`src/rtl/pattern_sequencer_pkg.sv`:
```
// Shared definitions for the pattern sequencer and the score tracker:
// arrow encodings, FSM states, hit-window constants and LFSR helpers.
package pattern_sequencer_pkg;

  localparam logic [3:0] ARROW_NONE  = 4'b0000;
  localparam logic [3:0] ARROW_UP    = 4'b0001;
  localparam logic [3:0] ARROW_DOWN  = 4'b0010;
  localparam logic [3:0] ARROW_LEFT  = 4'b0100;
  localparam logic [3:0] ARROW_RIGHT = 4'b1000;

  typedef enum logic [2:0] {
    ST_IDLE,
    ST_COUNTDOWN,
    ST_SHOW,
    ST_GAP,
    ST_OVER
  } state_e;

  // Hit windows used by the score tracker; the prompt window must cover TOTAL.
  localparam int unsigned PERFECT_WINDOW = 100_000;
  localparam int unsigned GOOD_WINDOW    = 250_000;
  localparam int unsigned TOTAL_WINDOW   = 400_000;

  localparam logic [15:0] DEFAULT_SEED = 16'hACE1;
  localparam logic [15:0] LFSR_TAPS    = 16'hB400;

  function automatic logic [15:0] lfsr_next(input logic [15:0] l);
    return {l[14:0], ^(l & LFSR_TAPS)};
  endfunction

  function automatic logic [3:0] arrow_of(input logic [1:0] sel);
    return ARROW_UP << sel;
  endfunction

endpackage

```
`src/rtl/pattern_sequencer_lfsr16.sv`:
```
// 16-bit Fibonacci LFSR with synchronous load (priority) and single-step enable.
module lfsr16
  import pattern_sequencer_pkg::*;
#(
  parameter logic [15:0] RESET_VALUE = pattern_sequencer_pkg::DEFAULT_SEED
) (
  input  logic        clk_i,
  input  logic        rst_ni,
  input  logic        load_i,
  input  logic        step_i,
  input  logic [15:0] seed_i,
  output logic [15:0] value_o
);

  logic [15:0] value_q;

  always_ff @(posedge clk_i or negedge rst_ni) begin
    if (!rst_ni) begin
      value_q <= RESET_VALUE;
    end else if (load_i) begin
      value_q <= seed_i;
    end else if (step_i) begin
      value_q <= lfsr_next(value_q);
    end
  end

  assign value_o = value_q;

endmodule

```
`src/rtl/pattern_sequencer.sv`:
```
// Round sequencer: idle, countdown, NUM_PATTERNS prompts with gaps, game over.
// Every output comes straight from a register.
module pattern_sequencer
  import pattern_sequencer_pkg::*;
#(
  parameter int unsigned NUM_PATTERNS     = 32,
  parameter int unsigned WINDOW_CYCLES    = 500_000,
  parameter int unsigned GAP_CYCLES       = 100_000,
  parameter int unsigned COUNTDOWN_CYCLES = 150_000_000,
  parameter logic [15:0] DEFAULT_SEED     = pattern_sequencer_pkg::DEFAULT_SEED
) (
  input  logic        clock,
  input  logic        reset,
  input  logic        start,
  input  logic        abort,
  input  logic [15:0] seed,
  output logic        game_active,
  output logic        game_over,
  output logic [3:0]  pattern_a,
  output logic [3:0]  pattern_b,
  output logic        pattern_valid,
  output logic [19:0] pattern_timer,
  output logic [7:0]  pattern_index,
  output logic        countdown_busy,
  output state_e      state_dbg
);

  localparam logic [27:0] CD_LAST    = 28'(COUNTDOWN_CYCLES - 1);
  localparam logic [27:0] GAP_LAST   = 28'(GAP_CYCLES - 1);
  localparam logic [19:0] WIN_LAST   = 20'(WINDOW_CYCLES - 1);
  localparam logic [7:0]  LAST_INDEX = 8'(NUM_PATTERNS);

  state_e      state_q;
  logic [27:0] cnt_q;
  logic        active_q;
  logic        over_q;
  logic [3:0]  pat_a_q;
  logic [3:0]  pat_b_q;
  logic        valid_q;
  logic [19:0] timer_q;
  logic [7:0]  index_q;
  logic        busy_q;

  logic        waiting;
  logic        running;
  logic        accept;
  logic        abort_hit;
  logic        show_done;
  logic [15:0] seed_eff;
  logic [15:0] lfsr_value;

  assign waiting   = (state_q == ST_IDLE) || (state_q == ST_OVER);
  assign running   = (state_q == ST_COUNTDOWN) || (state_q == ST_SHOW) || (state_q == ST_GAP);
  assign accept    = waiting && start && !abort;
  assign abort_hit = running && abort;
  // The LFSR only advances as a prompt ends normally, never on abort.
  assign show_done = (state_q == ST_SHOW) && !abort && (timer_q == WIN_LAST);
  assign seed_eff  = (seed == 16'h0000) ? DEFAULT_SEED : seed;

  lfsr16 #(
    .RESET_VALUE(DEFAULT_SEED)
  ) u_lfsr (
    .clk_i  (clock),
    .rst_ni (reset),
    .load_i (accept),
    .step_i (show_done),
    .seed_i (seed_eff),
    .value_o(lfsr_value)
  );

  always_ff @(posedge clock or negedge reset) begin
    if (!reset) begin
      state_q  <= ST_IDLE;
      cnt_q    <= '0;
      active_q <= 1'b0;
      over_q   <= 1'b0;
      pat_a_q  <= ARROW_NONE;
      pat_b_q  <= ARROW_NONE;
      valid_q  <= 1'b0;
      timer_q  <= '0;
      index_q  <= '0;
      busy_q   <= 1'b0;
    end else if (abort_hit) begin
      state_q  <= ST_OVER;
      cnt_q    <= '0;
      active_q <= 1'b0;
      over_q   <= 1'b1;
      pat_a_q  <= ARROW_NONE;
      pat_b_q  <= ARROW_NONE;
      valid_q  <= 1'b0;
      timer_q  <= '0;
      busy_q   <= 1'b0;
    end else begin
      case (state_q)
        ST_IDLE, ST_OVER: begin
          if (accept) begin
            state_q <= ST_COUNTDOWN;
            cnt_q   <= '0;
            over_q  <= 1'b0;
            index_q <= '0;
            busy_q  <= 1'b1;
          end
        end
        ST_COUNTDOWN: begin
          if (cnt_q == CD_LAST) begin
            state_q  <= ST_SHOW;
            cnt_q    <= '0;
            busy_q   <= 1'b0;
            active_q <= 1'b1;
            pat_a_q  <= arrow_of(lfsr_value[1:0]);
            pat_b_q  <= arrow_of(lfsr_value[3:2]);
            valid_q  <= 1'b1;
            timer_q  <= '0;
          end else begin
            cnt_q <= cnt_q + 28'd1;
          end
        end
        ST_SHOW: begin
          if (timer_q == WIN_LAST) begin
            state_q <= ST_GAP;
            cnt_q   <= '0;
            pat_a_q <= ARROW_NONE;
            pat_b_q <= ARROW_NONE;
            valid_q <= 1'b0;
            timer_q <= '0;
            index_q <= index_q + 8'd1;
          end else begin
            timer_q <= timer_q + 20'd1;
          end
        end
        ST_GAP: begin
          if (cnt_q == GAP_LAST) begin
            cnt_q <= '0;
            if (index_q == LAST_INDEX) begin
              state_q  <= ST_OVER;
              active_q <= 1'b0;
              over_q   <= 1'b1;
            end else begin
              state_q <= ST_SHOW;
              pat_a_q <= arrow_of(lfsr_value[1:0]);
              pat_b_q <= arrow_of(lfsr_value[3:2]);
              valid_q <= 1'b1;
              timer_q <= '0;
            end
          end else begin
            cnt_q <= cnt_q + 28'd1;
          end
        end
        default: state_q <= ST_IDLE;
      endcase
    end
  end

  assign game_active    = active_q;
  assign game_over      = over_q;
  assign pattern_a      = pat_a_q;
  assign pattern_b      = pat_b_q;
  assign pattern_valid  = valid_q;
  assign pattern_timer  = timer_q;
  assign pattern_index  = index_q;
  assign countdown_busy = busy_q;
  assign state_dbg      = state_q;

endmodule

```
`config.mk`:
```
export PLATFORM = sky130hd
export DESIGN_NAME = pattern_sequencer
export DESIGN_NICKNAME = d
export VERILOG_FILES = /design/src/rtl/pattern_sequencer_pkg.sv /design/src/rtl/pattern_sequencer_lfsr16.sv /design/src/rtl/pattern_sequencer.sv
export SDC_FILE = /design/constraint.sdc
export NUM_CORES = 1
export LEC_CHECK = 0
export CORE_MARGIN = 2
export CORE_UTILIZATION = 35
export DETAILED_ROUTE_END_ITERATION = 8
export SYNTH_ARGS = -nofsm -noshare
export SYNTH_HDL_FRONTEND = slang
export SYNTH_SLANG_ARGS = --single-unit
export TNS_END_PERCENT = 10
```
`constraint.sdc`:
```
create_clock -name clock -period 2.7 [get_ports clock]
set_clock_uncertainty 0.2 [all_clocks]
set_input_delay 0.27 -clock clock [delete_from_list [all_inputs] [get_ports clock]]
set_output_delay 0.27 -clock clock [all_outputs]
set_load 0.02 [all_outputs]
```
==> results of run 1 <==
-- metal layers --
layer | track usage [%] | wire, um | vias to the layer above
met1 | 26.5 | 6520 | 2298
li1 | - | - | 2173
met5 | 0 | 0 | -
met2 | 28.6 | 6330 | 149
met4 | 7.46 | 279 | 0
met3 | 3.27 | 710 | 24
-- registers in the layout (all words and copies together) (netlist names) --
name / cells
pattern_a: 4
pattern_valid: 1
u_lfsr.value_o: 16
state_dbg: 3
pattern_timer: 20
pattern_index: 8
pattern_b: 4
countdown_busy: 1
cnt_q: 28
game_over: 1
game_active: 1
-- power by group --
group	internal (W)	total (W)	switching [W]	leakage (nW)
clock network	0.000653	0.00119	0.000535	0.133
registers	0.00162	0.00188	0.000262	1.15
logic	0.000749	0.00175	0.000999	1.18
total	0.00302	0.00482	0.00180	2.46
-- worst register-to-register path, cell delays in order (launching register included) --
cell     delay [ns]
dfrtp_1        0.42
nor4_2         0.46
nand2_1        0.14
buf_4          0.17
nor3_4         0.40
o21ai_1        0.25
a221o_1        0.39
-- final cells by class --
type / instances / area, um2
Tap cell: 180 / 225
Timing Repair Buffer: 91 / 863
Inverter: 21 / 78.8
Multi-Input combinational cell: 384 / 2540
Clock buffer: 12 / 246
Sequential cell: 87 / 2190
Clock inverter: 4 / 30.0
Fill cell: 1346 / 7710
-- per-stage QoR --
step	area, um2	hold WS (ns)	setup slack [ns]	power, W
after floorplan	4960	-0.226	0.442	0.00293
after global placement	5880	0.0171	0.155	0.00360
after detailed placement	5880	0.0285	0.0847	0.00365
after CTS	6160	0.200	0.0670	0.00486
after global routing	6170	0.236	0.0238	0.00510
final	6170	0.191	0.167	0.00482
-- cell families after synthesis --
group | Yosys count | share of synthesized area [%]
AO/OA/AOI/OAI | 171 | 24.9
XOR/XNOR | 5 | 0.882
adder cells (fa/ha/maj) | 4 | 1.01
buffers and inverters | 52 | 5.07
flip-flops | 87 | 44.1
multiplexers | 5 | 1.01
AND/OR/NAND/NOR | 199 | 23.1
-- final timing paths --
kind	start	endpoint	cells past startpoint
worst max-delay path	cnt_q[24]	pattern_timer[19]	6
worst min-delay path	reset	cnt_q[18]	2
worst max register to register	cnt_q[24]	pattern_timer[19]	6
worst min register to register	u_lfsr.value_o[11]	u_lfsr.value_o[11]	1
max in group asynchronous	reset	u_lfsr.value_o[6]	3
min in group clock	u_lfsr.value_o[11]	u_lfsr.value_o[11]	1
-- Yosys cell counts, types with 5 or more instances --
master / count
inv_1: 20
nor3_1: 5
clkbuf_1: 5
nand2_1: 43
dfrtp_1: 79
o21ai_0: 24
and2_1: 9
nand4_1: 19
a2bb2oi_1: 6
nand3_1: 34
or3_1: 8
o22ai_1: 5
a31oi_1: 40
mux2i_1: 5
nor4_1: 8
a21oi_1: 22
buf_2: 20
a32o_1: 8
o2bb2ai_1: 7
a41oi_1: 11
nor2_1: 26
dfstp_2: 8
a211o_1: 6
and3_1: 13
and4_1: 6
-- repair_timing --
item | 4_1_cts | 5_1_grt
setup endpoints to repair | 0 | 25
endpoints found under the hold margin | 26 | 0
hold buffers | 1 | 0
gates resized for setup | 0 | 1
==> impl_results.md, run 1 <==
- Min cycle time layout: 2.53 ns
- Drt wl/cell: 17.8 um
- Yosys top cell area share: 39.8%
- Gp weighted congestion: 0.854
- Drt first pass iters: 5
- Layout cell share with drive strength beyond 1: 12.0%
- Commonest non-fill, non-tap cell in the layout: dfrtp_1
- Row count: 43
- EDFF count, synth: 0
- Vias in the first global route: 4316
- Worst R2R Setup Slack: 0.17 ns
- Vias: 4644
- Post-Syn Area: 4960 um2
- Insertion delay to the later sink of the worst-skew pair: 0.35 ns
- Top delay family on crit path: simple AND/OR/NAND/NOR gates
- Max-Slew Margin vs Limit: 42.8%
- Largest net degree at the start of global routing: 62
- I/O Buffers: 62
- WP data required: 2.74 ns
- CP Class: reg2reg
- Worst Hold Class: in2async
- Slowest CP cell: nor4_2
- First-pass GRT wire length: 22400 um
- Routed vias/inst: 5.96
- Max Slew Vio Count: 0
- Ys flop type: dfrtp_1
- 1st-iter DRT viols: 384
- #FFs+latches synth: 87
- Drc violations: 0
- CP Buf/Inv Count: 1
- Syn avg cell area: 9.49 um2
- Slew @ Worst Pin: 0.858 ns
- Critical path peak fanout: 10
- Grt ovf: 0
- Pwr dens: 781 nW/um2
- RSZ-0062 raised after global routing: false
- Share of synthesized flip-flops with an asynchronous set or reset: 100%
- Gate Count Post-Synth: 523
- Yosys warns: 0
- All-Layer GR Usage: 18.8%
- Worst-path clk slew: 0.07 ns
- CP startpoint kind: register
- Final std cells w/o fill: 779
- Die Y: 123 um
- Post-route ant nets: 0
- H-tree depth: 3
- DPL Wire Length: 9650 um
- ANT cells: 0
- Delay of the slowest cell on the worst path: 0.46 ns
- Fmax: 395 MHz
- Inst Count DP: 762
- CTS root buffer: clkbuf_16
- Setup total negative slack: 0 ns
- Leakage power: 2.46 nW
- Ranking of synthesized cells by area: dfrtp_1, a31oi_1, dfstp_2, nand3_1, nand2_1
- Mapped Nets: 547
- Sequential area share after synthesis: 44.1%
- Crit path arrival time: 2.57 ns
- Final setup fails: 0
- Die area: 15100 um2
- Max-cap violations: 0
- WL final: 13800 um
- Largest area contributor in the netlist: dfrtp_1
- Number of setup buffers added after CTS: 0
- Final hold violations: 0
- Initial antenna violation count: 0
- Initial Util: 35.8%
- Core area: 13900 um2
- Library cells used by synthesis: 72
- Peak supply drop: 0.392 mV
- Run status: completed
- Most frequent cells in the layout: dfrtp_1, clkdlybuf4s50_1, nand2_1, a31oi_1, nand3_1
- Area growth, synth to finish: 24.3%
- CP cell instances: nor4_2, nand2_1, buf_4, nor3_4, o21ai_1, a221o_1
- TritonCTS clock tree: done
- # nets final: 618
- I/O Pins: 63
- Tcrit/Tclk final: 93.8%
- Horiz. Die Dim: 123 um
- Sink Count: 87
- TritonCTS Buffers: 9
- Final Util: 44.4%
- Crit end category: register
- Clock Tree Buf Depth: 2
(Power assumes the default switching activity.)
==> inputs of run 2 (changes only) <==
Settings changed: CAP_MARGIN set to 30.
==> results of run 2 <==
No change in the layout: final DEF, timing and power equal those of run 1.
==> inputs of run 3 (changes only) <==
Settings changed: CORE_MARGIN 2 to 10.
==> run 3 against run 2 <==
Net effect: clock power up 10%; die area up 28%; routed wire length up 5.8%; first-iteration DRC count up 4.2%; non-clock buffer count down 1; critical path depth unchanged; total power up 3.3%; register-to-register slack better by 0.03 ns; cell count down 0.13%; core utilization up 0.24 points; critical endpoint unchanged.
==> impl_results.md, run 3 (synthesized netlist as in run 1, its figures left out) <==
- Post-route ant nets: 0 (unchanged)
- I/O Pins: 63 (unchanged)
- Horiz. Die Dim: 139 um (+13%)
- TritonCTS clock tree: done
- Pwr dens: 803 nW/um2 (+2.8%)
- ANT cells: 0 (unchanged)
- TritonCTS Buffers: 9 (unchanged)
- WL final: 14600 um (+5.8%)
- 1st-iter DRT viols: 400 (+4.2%)
- Commonest non-fill, non-tap cell in the layout: dfrtp_1
- Die area: 19300 um2 (+28%)
- CP Class: reg2reg
- Initial antenna violation count: 0 (unchanged)
- I/O Buffers: 62 (unchanged)
- Final hold violations: 0 (unchanged)
- Clock Tree Buf Depth: 2 (unchanged)
- Top delay family on crit path: compound AO/OA/AOI/OAI gates
- CTS root buffer: clkbuf_16
- Vias: 4610 (-0.73%)
- Worst R2R Setup Slack: 0.20 ns (+0.03 ns)
- CP startpoint kind: register
- Insertion delay to the later sink of the worst-skew pair: 0.36 ns (about the same)
- Setup total negative slack: 0 ns (unchanged)
- Row count: 43 (unchanged)
- Critical R2R Launch: cnt_q[1]
- CP Buf/Inv Count: 0 (-1)
- Routed vias/inst: 5.93 (-0.60%)
- Vias in the first global route: 4662 (+8.0%)
- Fill count: 1351 (+0.37%)
- Delay of the slowest cell on the worst path: 0.40 ns (-0.06 ns)
- Run status: completed
- Layout cell share with drive strength beyond 1: 12.0% (+0.020 points)
- Largest net degree at the start of global routing: 38 (-39%)
- Crit path arrival time: 2.54 ns (-0.03 ns)
- Core area: 13900 um2 (unchanged)
- Grt ovf: 0 (unchanged)
- All-Layer GR Usage: 15.0% (-3.8 points)
- Final Util: 44.7% (+0.24 points)
- Most frequent cells in the layout: dfrtp_1, clkdlybuf4s50_1, nand2_1, a31oi_1, nand3_1
- Worst Hold Class: in2async
- Fmax: 400 MHz (+1.3%)
- Drt first pass iters: 6 (+1)
- Biggest register: cnt_q
- Drc violations: 0 (unchanged)
- R2r endpoint: pattern_timer[19]
- Peak supply drop: 0.407 mV (+3.8%)
- Min cycle time layout: 2.50 ns (-0.0328 ns)
- Leakage power: 2.48 nW (+0.54%)
- Area growth, synth to finish: 25.0%
- Tcrit/Tclk final: 92.6% (-1.2 points)
- Initial Util: 35.8% (unchanged)
- Max-cap violations: 0 (unchanged)
- Crit end category: register
- Worst-path clk slew: 0.07 ns (about the same)
- Die Y: 139 um (+13%)
- WP data required: 2.74 ns (about the same)
- Sink Count: 87 (unchanged)
- Slowest CP cell: dfrtp_1
- Max FFs per register: 28 (unchanged)
- Final setup fails: 0 (unchanged)
- First-pass GRT wire length: 24500 um (+9.4%)
- CP cell instances: ha_1, and4_4, nand4_1, o21ai_4, o21ai_1, a221o_1
- Drt wl/cell: 18.8 um (+5.9%)
- H-tree depth: 3 (unchanged)
- Reg2Reg Depth: 6 (unchanged)
- Max Slew Vio Count: 0 (unchanged)
- # nets final: 617 (-0.16%)
- Critical path peak fanout: 10 (unchanged)
- DPL Wire Length: 10300 um (+7.0%)
- Gp weighted congestion: 0.869 (+1.8%)
- Slew @ Worst Pin: 0.741 ns (-0.117 ns)
- RSZ-0062 raised after global routing: false
- Max-Slew Margin vs Limit: 50.4% (+7.7 points)
run 3: worst max path at each step:
stage | from | endpoint | slack (ns) | cells after the start
floorplan | state_dbg[1] | cnt_q[7] | 0.44 | 8
global placement | cnt_q[0] | pattern_timer[19] | 0.14 | 6
detailed placement | abort | cnt_q[11] | 0.08 | 8
CTS | cnt_q[0] | pattern_timer[19] | 0.10 | 6
global route | cnt_q[25] | pattern_b[1] | 0.05 | 6
finish | cnt_q[1] | pattern_timer[19] | 0.20 | 6
run 3: per-stage QoR:
step           area (um2)  worst slack, ns  hold slack (ns)  power [W]  instances
2_1_floorplan        4960            0.442           -0.226    0.00293        523
3_3_place_gp         5880            0.136           0.0743    0.00365        761
3_5_place_dp         5880           0.0792           0.0791    0.00369        761
4_1_cts              6200            0.102            0.235    0.00502        778
5_1_grt              6200           0.0475            0.289    0.00528        778
6_report             6200            0.200            0.226    0.00498        778
run 3: cell type report:
| type | instances | area (um2) | share of cell area, % |
|---|---|---|---|
| clock buffers | 9 | 225 | 3.63 |
| clock inverters | 7 | 77.6 | 1.25 |
| inverters | 21 | 78.8 | 1.27 |
| multi-input cells | 384 | 2540 | 41.0 |
| flip-flops and latches | 87 | 2190 | 35.3 |
| well taps | 180 | 225 | 3.63 |
| repair buffers | 90 | 868 | 14.0 |
run 3: timing repair:
action                                 in CTS  in global routing
endpoints found under the hold margin      33                  0
resized for setup                           0                  1
setup buffers                               0                  0
setup endpoints to repair                   0                 11
hold buffers                                1                  0
run 3: layer usage:
layer | wire, um | global-route usage [%]
met1 | 6670 | 20.1
met2 | 6720 | 22.7
met3 | 1060 | 3.94
met4 | 191 | 5.05
met5 | 0 | 0
run 3: power by group:
part | switching, W | internal (W)
sequential | 0.000280 | 0.00162
clock | 0.000579 | 0.000728
combinational | 0.000990 | 0.000782
